===== config.mk =====
export PLATFORM = sky130hd
export DESIGN_NAME = uart_cmd_frame_parser_flat
export DESIGN_NICKNAME = d
export VERILOG_FILES = /design/src/rtl/uart_cmd_frame_parser_if.sv /design/src/rtl/uart_cmd_frame_parser.sv /design/src/flat_wrapper.sv
export SDC_FILE = /design/constraint.sdc
export NUM_CORES = 1
export LEC_CHECK = 0
export ABC_CLOCK_PERIOD_IN_PS = 3260
export BUFFER_PORTS_ARGS = -buffer_cell sky130_fd_sc_hd__buf_4
export CORE_MARGIN = 10
export CORE_UTILIZATION = 35
export DETAILED_ROUTE_END_ITERATION = 12
export GPL_ROUTABILITY_DRIVEN = 0
export PLACE_DENSITY = 0.54
export SLEW_MARGIN = 20
export SYNTH_ARGS = -nofsm -noshare
export SYNTH_HDL_FRONTEND = slang
export SYNTH_SLANG_ARGS = --single-unit

===== constraint.sdc =====
create_clock -name clk -period 3.26 [get_ports clk]
set_input_delay 0.652 -clock clk [delete_from_list [all_inputs] [get_ports clk]]
set_output_delay 0.652 -clock clk [all_outputs]
set_load 0.05 [all_outputs]

===== src/rtl/uart_cmd_frame_parser_if.sv =====
// rtl/uart_cmd_frame_parser_if.sv - received-byte strobe bundle from uart_byte_rx into the frame parser
interface uart_cmd_frame_parser_if;
    logic [7:0] rx_byte;
    logic       rx_valid;

    modport master (output rx_byte, output rx_valid);
    modport slave  (input  rx_byte, input  rx_valid);
endinterface


===== src/rtl/uart_cmd_frame_parser.sv =====
// rtl/uart_cmd_frame_parser.sv - {HEADER,CMD,ARG,CHK} frame parser driving audio path enables and volume pulses
module uart_cmd_frame_parser #(
    parameter logic [7:0]  HEADER      = 8'hA5,
    parameter int unsigned TIMEOUT_CYC = 5000000,
    parameter logic [3:0]  MAX_VOL     = 4'd9
) (
    input  logic                    clk,
    input  logic                    reset,
    uart_cmd_frame_parser_if.slave  rx,
    output logic                    echo_en,
    output logic                    nr_en,
    output logic                    effect_en,
    output logic                    vol_up,
    output logic                    vol_down,
    output logic                    vol_set,
    output logic [3:0]              vol_level,
    output logic                    frame_ok,
    output logic                    frame_err,
    output logic [7:0]              err_count
);

    localparam int TW = (TIMEOUT_CYC > 1) ? $clog2(TIMEOUT_CYC) : 1;
    localparam logic [TW-1:0] TIMER_MAX = TW'(TIMEOUT_CYC - 1);

    localparam logic [2:0] S_IDLE = 3'd0;
    localparam logic [2:0] S_CMD  = 3'd1;
    localparam logic [2:0] S_ARG  = 3'd2;
    localparam logic [2:0] S_CHK  = 3'd3;
    localparam logic [2:0] S_EXEC = 3'd4;

    logic [2:0]    state_q, state_d;
    logic [TW-1:0] timer_q, timer_d;
    logic [7:0]    cmd_q, cmd_d;
    logic [7:0]    arg_q, arg_d;
    logic          echo_q, echo_d;
    logic          nr_q, nr_d;
    logic          effect_q, effect_d;
    logic          vol_up_q, vol_up_d;
    logic          vol_down_q, vol_down_d;
    logic          vol_set_q, vol_set_d;
    logic [3:0]    vol_level_q, vol_level_d;
    logic          frame_ok_q, frame_err_q;
    logic [7:0]    err_count_q;
    logic          ok_fire, err_fire;
    logic [7:0]    chk_sum;
    logic [3:0]    clamp_lvl;

    assign chk_sum   = cmd_q + arg_q;
    assign clamp_lvl = (arg_q[7:4] != 4'd0)  ? MAX_VOL :
                       (arg_q[3:0] > MAX_VOL) ? MAX_VOL : arg_q[3:0];

    always_comb begin
        state_d     = state_q;
        timer_d     = timer_q;
        cmd_d       = cmd_q;
        arg_d       = arg_q;
        echo_d      = echo_q;
        nr_d        = nr_q;
        effect_d    = effect_q;
        vol_level_d = vol_level_q;
        vol_up_d    = 1'b0;
        vol_down_d  = 1'b0;
        vol_set_d   = 1'b0;
        ok_fire     = 1'b0;
        err_fire    = 1'b0;

        case (state_q)
            S_IDLE: begin
                timer_d = '0;
                if (rx.rx_valid && (rx.rx_byte == HEADER)) begin
                    state_d = S_CMD;
                end
            end
            S_CMD, S_ARG, S_CHK: begin
                // A byte arriving in the expiry cycle takes priority over the timeout.
                if (rx.rx_valid) begin
                    timer_d = '0;
                    case (state_q)
                        S_CMD: begin
                            cmd_d   = rx.rx_byte;
                            state_d = S_ARG;
                        end
                        S_ARG: begin
                            arg_d   = rx.rx_byte;
                            state_d = S_CHK;
                        end
                        default: begin
                            if (rx.rx_byte == chk_sum) begin
                                state_d = S_EXEC;
                            end else begin
                                err_fire = 1'b1;
                                state_d  = S_IDLE;
                            end
                        end
                    endcase
                end else if (timer_q == TIMER_MAX) begin
                    timer_d  = '0;
                    err_fire = 1'b1;
                    state_d  = S_IDLE;
                end else begin
                    timer_d = timer_q + 1'b1;
                end
            end
            S_EXEC: begin
                state_d = S_IDLE;
                timer_d = '0;
                ok_fire = 1'b1;
                case (cmd_q)
                    8'h01: echo_d   = ~echo_q;
                    8'h02: nr_d     = ~nr_q;
                    8'h03: effect_d = ~effect_q;
                    8'h10: {effect_d, nr_d, echo_d} = arg_q[2:0];
                    8'h0E: vol_up_d   = 1'b1;
                    8'h0F: vol_down_d = 1'b1;
                    8'h11: begin
                        vol_level_d = clamp_lvl;
                        vol_set_d   = 1'b1;
                    end
                    default: begin
                        ok_fire  = 1'b0;
                        err_fire = 1'b1;
                    end
                endcase
            end
            default: begin
                state_d = S_IDLE;
                timer_d = '0;
            end
        endcase
    end

    always_ff @(posedge clk) begin
        if (reset) begin
            state_q     <= S_IDLE;
            timer_q     <= '0;
            cmd_q       <= 8'h00;
            arg_q       <= 8'h00;
            echo_q      <= 1'b0;
            nr_q        <= 1'b0;
            effect_q    <= 1'b0;
            vol_up_q    <= 1'b0;
            vol_down_q  <= 1'b0;
            vol_set_q   <= 1'b0;
            vol_level_q <= 4'd0;
            frame_ok_q  <= 1'b0;
            frame_err_q <= 1'b0;
            err_count_q <= 8'h00;
        end else begin
            state_q     <= state_d;
            timer_q     <= timer_d;
            cmd_q       <= cmd_d;
            arg_q       <= arg_d;
            echo_q      <= echo_d;
            nr_q        <= nr_d;
            effect_q    <= effect_d;
            vol_up_q    <= vol_up_d;
            vol_down_q  <= vol_down_d;
            vol_set_q   <= vol_set_d;
            vol_level_q <= vol_level_d;
            frame_ok_q  <= ok_fire;
            frame_err_q <= err_fire;
            if (err_fire && (err_count_q != 8'hFF)) begin
                err_count_q <= err_count_q + 8'd1;
            end
        end
    end

    assign echo_en   = echo_q;
    assign nr_en     = nr_q;
    assign effect_en = effect_q;
    assign vol_up    = vol_up_q;
    assign vol_down  = vol_down_q;
    assign vol_set   = vol_set_q;
    assign vol_level = vol_level_q;
    assign frame_ok  = frame_ok_q;
    assign frame_err = frame_err_q;
    assign err_count = err_count_q;

endmodule


===== src/flat_wrapper.sv =====
// flat-port wrapper written by rule: the top's interface ports become plain ports
module uart_cmd_frame_parser_flat 
#(
    parameter logic [7:0]  HEADER      = 8'hA5,
    parameter int unsigned TIMEOUT_CYC = 5000000,
    parameter logic [3:0]  MAX_VOL     = 4'd9
)
  (clk, reset, echo_en, nr_en, effect_en, vol_up, vol_down, vol_set, vol_level, frame_ok, frame_err, err_count, rx_rx_byte, rx_rx_valid);
  uart_cmd_frame_parser_if rx_i ();
  input  logic clk;
  input  logic reset;
  output logic echo_en;
  output logic nr_en;
  output logic effect_en;
  output logic vol_up;
  output logic vol_down;
  output logic vol_set;
  output logic [3:0] vol_level;
  output logic frame_ok;
  output logic frame_err;
  output logic [7:0] err_count;
  input wire logic [$bits(rx_i.rx_byte)-1:0] rx_rx_byte;
  input wire logic [$bits(rx_i.rx_valid)-1:0] rx_rx_valid;
  assign rx_i.rx_byte = rx_rx_byte;
  assign rx_i.rx_valid = rx_rx_valid;
  uart_cmd_frame_parser #(.HEADER(HEADER), .TIMEOUT_CYC(TIMEOUT_CYC), .MAX_VOL(MAX_VOL)) u_core (.clk(clk), .reset(reset), .rx(rx_i), .echo_en(echo_en), .nr_en(nr_en), .effect_en(effect_en), .vol_up(vol_up), .vol_down(vol_down), .vol_set(vol_set), .vol_level(vol_level), .frame_ok(frame_ok), .frame_err(frame_err), .err_count(err_count));
endmodule

### Word-level counts from Yosys, hierarchy flattened

Index checks and enable logic that the tools add are counted.

| word-level totals | value |
|---|---|
| input port bits | 11 |
| output and inout port bits | 20 |
| logic and storage cells | 80 |
| register bits | 62 |

| operators by class | value |
|---|---|
| $add $sub $neg | 3 |
| multiplexer cells | 21 |
| bitwise logic cells | 5 |
| magnitude comparators | 1 |
| equal/unequal tests | 17 |
| reduce and logical (&&, ||, !) cells | 19 |

Operators by type and width:

| kind | count |
|---|---|
| adder 23 x 1 -> 23 bit (second input constant) | 1 |
| equality test 23 bit (second input constant) | 1 |
| equality test 8 x 2 -> 1 bit (second input constant) | 2 |
| equality test 8 x 4 -> 1 bit (second input constant) | 2 |
| equality test 8 x 5 -> 1 bit (second input constant) | 2 |
| 2-to-1 mux 3 bit | 4 |
| case mux 3 bit (2 select lines) | 2 |
| AND reduction 2 bit | 5 |
| 2-to-1 mux 1 bit | 9 |
| adder 8 x 1 -> 8 bit (second input constant) | 1 |
| adder 8 bit | 1 |
| equality test 8 x 1 -> 1 bit (second input constant) | 1 |
| equality test 8 bit | 1 |
| equality test 8 bit (second input constant) | 1 |
| 2-to-1 mux 4 bit | 2 |
| != test 8 bit (second input constant) | 1 |
| case mux 1 bit (2 select lines) | 4 |
| OR reduction 7 bit | 1 |
| equality test 3 x 2 -> 1 bit (second input constant) | 2 |
| AND reduction 3 bit | 2 |
| nonzero test 2 bit | 3 |
| inverter 1 bit | 5 |
| greater-than comparator 4 bit (second input constant) | 1 |
| nonzero test 4 bit | 1 |
| 9 further kinds | 11 |

### Logic depth before layout (Yosys ltp)

| logic depth | value |
|---|---|
| depth after elaboration | 7 |
| mapped depth | 10 |
| gate-level depth less buffers | 9 |

### Worst setup path after synthesis

Ideal clock, no wire load.

| timing path | value |
|---|---|
| path type | reg2reg |
| start | register u_core.arg_q[0] |
| end | register u_core.err_count_q[2], in the netlist u_core.err_count[2] |
| required time | 3190 ps |
| buffers on the path | 1 |
| data arrival time | 2578 ps |
| library setup time | 70 ps |
| clock period less this slack | 2648 ps |
| stages on the path, launching flop included | 11 |
| path slack | 612 ps |
| path through | dfxtp_1 ha_1 fa_1 a211oi_2 nor2_1 a31o_2 o21a_1 and4_1 buf_2 or4_1 a21oi_1 |

| between the ends | value |
|---|---|
| longest elaborated chain between the ends | 7 |

Ends and longest elaborated chain:

| element | line | source |
|---|---|---|
| start, declared | uart_cmd_frame_parser.sv:34 | `logic [7:0] arg_q, arg_d;` |
| start signal, assigned | uart_cmd_frame_parser.sv:152 | `arg_q <= arg_d;` |
| adder 8 bit | uart_cmd_frame_parser.sv:48 | `assign chk_sum = cmd_q + arg_q;` |
| equality test 8 bit | uart_cmd_frame_parser.sv:88 | `if (rx.rx_byte == chk_sum) begin` |
| 2-to-1 mux 1 bit | uart_cmd_frame_parser.sv:88 |  |
| 2-to-1 mux 1 bit | uart_cmd_frame_parser.sv:78 | `case (state_q)` |
| 2-to-1 mux 1 bit | uart_cmd_frame_parser.sv:76 | `if (rx.rx_valid) begin` |
| case mux 1 bit (2 select lines) | uart_cmd_frame_parser.sv:67 | `case (state_q)` |
| logical AND 1 bit | uart_cmd_frame_parser.sv:162 | `if (err_fire && (err_count_q != 8'hFF)) begin` |
| end signal, assigned | uart_cmd_frame_parser.sv:163 | `err_count_q <= err_count_q + 8'd1;` |
| end, declared | uart_cmd_frame_parser.sv:43 | `logic [7:0] err_count_q;` |

No other way between the ends.
A chain may end at the register's enable or synchronous reset.

### Worst setup path after layout

| timing path | value |
|---|---|
| start | register u_core.cmd_q[0] |
| end | register u_core.err_count_q[3], in the netlist u_core.err_count[3] |

| between the ends | value |
|---|---|
| longest elaborated chain between the ends | 7 |
| elaborated cells on any way between the ends | 16 |
| those cells by class | 1 x add/sub; 8 x eq/ne; 5 x mux; 2 x reduce/logical |

Ends and longest elaborated chain:

| element | line | source |
|---|---|---|
| start, declared | uart_cmd_frame_parser.sv:33 | `logic [7:0] cmd_q, cmd_d;` |
| start signal, assigned | uart_cmd_frame_parser.sv:151 | `cmd_q <= cmd_d;` |
| adder 8 bit | uart_cmd_frame_parser.sv:48 |  |
| equality test 8 bit | uart_cmd_frame_parser.sv:88 |  |
| 2-to-1 mux 1 bit | uart_cmd_frame_parser.sv:88 |  |
| 2-to-1 mux 1 bit | uart_cmd_frame_parser.sv:78 |  |
| 2-to-1 mux 1 bit | uart_cmd_frame_parser.sv:76 |  |
| case mux 1 bit (2 select lines) (*) | uart_cmd_frame_parser.sv:67 |  |
| logical AND 1 bit (*) | uart_cmd_frame_parser.sv:162 |  |

Every way passes the cells marked *; elsewhere a longest branch is shown, timed or not.

==> run_results.csv <==
group,metric,value,unit
timing,finalSetupTns,0,ps
clock_tree,cts_tree,"built",
clock_tree,numCtsBuffers,9,
yosys,synthMuxAreaShare,0,
power,power_density,428,nW/um2
timing,fmax,333,MHz
power,p_seq_frac,0.495,
die,die_area,13200,um2
yosys,synth_xor_area_frac,0.0878,
die,rows,34,
yosys,postSynthAreaPerCell,8.19,um2
die,core_area,8760,um2
timing,tightest_slew,808,ps
route,num_vias,2749,
setup_path,cp.required,3540,ps
clock_tree,cts_max_path_buffers,2,
setup_path,criticalPathCategory,"reg -> reg",
placed_design,pre_cts_ws,280,ps
power,leakage,1.34,nW
power,p_int,0.00118,W
layout,layout.nets,435,
layout,drive_gt1_frac,0.138,
yosys,yosys_warnings,0,
yosys,synth_top_family_by_area,"simple AND/OR/NAND/NOR gates",
power,p_sw_frac,0.249,
die,start_util,0.361,
layout,antenna_cells,0,
job,max_cap_violations,0,
layout,postLayoutCoreUtil,0.419,
die,dieWidth,115,um
yosys,synth-seq-cells,62,
yosys,yosys-top-cells-count,"dfxtp_1, nand2_1, nor2_1",
yosys,synth_area_leader_cell,"dfxtp_1",
die,die_h,115,um
timing,period_needed,3000,ps
clock_tree,cts_setup_buffers,0,
power,p_switching,0.000392,W
yosys,ys_seq_area_frac,0.392,
yosys,netlist_area,3160,um2
clock_tree,hold_buffers,0,
route,vias_per_cell,5.22,
power,peakVddDrop,0.159,mV
yosys,synth.most_common_cell,"dfxtp_1",
setup_path,cp-start-kind,"flip-flop",
route,wire_per_inst,14.5,um
clock_tree,cts.repair.resized,0,
layout,area_delta_synth_final,16.1,%
timing,setup_viol,0,
global_route,grt_use_total,0.117,
route,final_antenna_net_count,0,
yosys,synthesis.nets,407,
power,power_frac_comb,0.066,
placed_design,port_buffers,30,
route,dr.pass1.iters,4,
setup_path,crit_arrival,3280,ps
setup_path,reg2reg_depth,9,
timing,finClkSkew,15.4,ps
clock_tree,path_clk_slew,70,ps
route,drc,0,
yosys,async_reset_ff_frac,0,
yosys,synthSimpleGateAreaFrac,0.298,
yosys,yosys.area.top_type_share,0.392,
power,power.share.clock,0.439,
timing,slew_violations,0,
global_route,grt_max_degree,39,
placed_design,hpwlAfterDp,5440,um
die,ios,31,
hold_path,min_path_type,"reg -> reg",
hold_path,hold_path_depth,2,
run_status,status,"completed",
clock_tree,clock_sinks,62,
global_route,antenna_found_initial,0,
setup_path,worstPathMaxFanout,14,
setup_path,end_kind,"flip-flop",
timing,maxSlewHeadroom,0.461,
yosys,synth.distinct_cells,55,
yosys,synth_edf_count,0,
global_route,grt_overflow,0,
yosys,synth-compound-area-share,0.155,
global_route,grt_pass1_wl,12600,um
timing,period_share,0.921,
clock_tree,cts-root-buf,"clkbuf_8",
timing,finalHoldViolCount,0,
clock_tree,htreeDepth,3,
timing,setup_ws,257,ps
timing,hold_slack,478,ps
yosys,synth_cells,386,
global_route,first_global_vias,2650,
route,wl,7630,um
yosys,synthAdderAreaFrac,0.0419,
yosys,synthFlopType,"dfxtp_1",
timing,rsz0062_at_grt,"false",
route,drt_iter0_markers,136,
clock_tree,clock_latency,350,ps
yosys,synthTopCellsByArea,"dfxtp_1, nand2_1, xor2_1",
-- logic make-up after synthesis --
kind of cell             count (synthesis)
AND/OR/NAND/NOR                        188
adder cells (fa/ha/maj)                 10
XOR/XNOR                                30
buffers and inverters                   18
AO/OA/AOI/OAI                           78
flip-flops                              62
-- metrics by stage --
stage          power, W  instance area [um2]  instances
5_1_grt         0.00164                 3670        527
6_report        0.00157                 3670        527
2_1_floorplan  0.000862                 3160        386
3_3_place_gp   0.000898                 3470        511
4_1_cts         0.00160                 3670        527
3_5_place_dp   0.000899                 3470        511
-- cells in the final DEF, fill, tap and decap left out, types with 6 or more instances in the layout --
cell and n:
ha_1 9, xnor2_1 9, o21a_1 6, nand3_1 11, o31ai_1 6, o21ai_0 12, nand4_1 6, nor3_1 15
buf_4 32, and3_1 10, a21oi_1 34, xor2_1 20, clkbuf_8 10, or3_1 7, or4_1 7, dfxtp_1 62
nand2_1 58, nor2_1 46
-- registers in the layout, summed over array words and instances (netlist names), 3 cells and up --
signal            count
u_core.arg_q          8
u_core.vol_level      4
u_core.cmd_q          8
u_core.timer_q       23
u_core.err_count      8
u_core.state_q        3
-- power groups by stage --
stage	combinational [W]	clock, W	sequential (W)
3_3_place_gp	0.000103	0	0.000795
6_report	0.000104	0.000689	0.000778
3_5_place_dp	0.000103	0	0.000796
5_1_grt	0.000115	0.000746	0.000780
4_1_cts	0.000104	0.000714	0.000778
2_1_floorplan	0.0000716	0	0.000790
-- worst paths after layout --
path / from / to / slack [ps]
min reg2reg: u_core.arg_q[6]$_SDFFE_PP0P_ / u_core.arg_q[6]$_SDFFE_PP0P_ / 480
min: u_core.arg_q[6]$_SDFFE_PP0P_ / u_core.arg_q[6]$_SDFFE_PP0P_ / 480
max reg2reg: u_core.cmd_q[0]$_SDFFE_PP0P_ / u_core.err_count[3]$_SDFFE_PP0P_ / 260
max: u_core.cmd_q[0]$_SDFFE_PP0P_ / u_core.err_count[3]$_SDFFE_PP0P_ / 260
-- metal layers --
layer | share of wire | global-route usage | up-vias
met5 | 0 | 0 | -
met4 | 0.019 | 0.0627 | 0
met3 | 0.053 | 0.0344 | 12
met2 | 0.42 | 0.174 | 44
met1 | 0.50 | 0.149 | 1265
li1 | - | - | 1428
-- cell type report --
class                   count  area (um2)
fillers                   931        5090
flip-flops and latches     62        1240
clock buffers              11         141
clock inverters             5        58.8
repair buffers             32         240
multi-input cells         306        1850
well taps                 108         135
inverters                   3        11.3
-- critical path, cell delays in order (launching register included) --
cell      delay [ps]
dfxtp_1          420
ha_1             270
fa_1             430
a211oi_2         300
nor2_1            90
a31o_2           230
o21a_1           190
and4_1           330
or4_1            520
a21oi_1          150
Power figures use the tool's default switching activity.
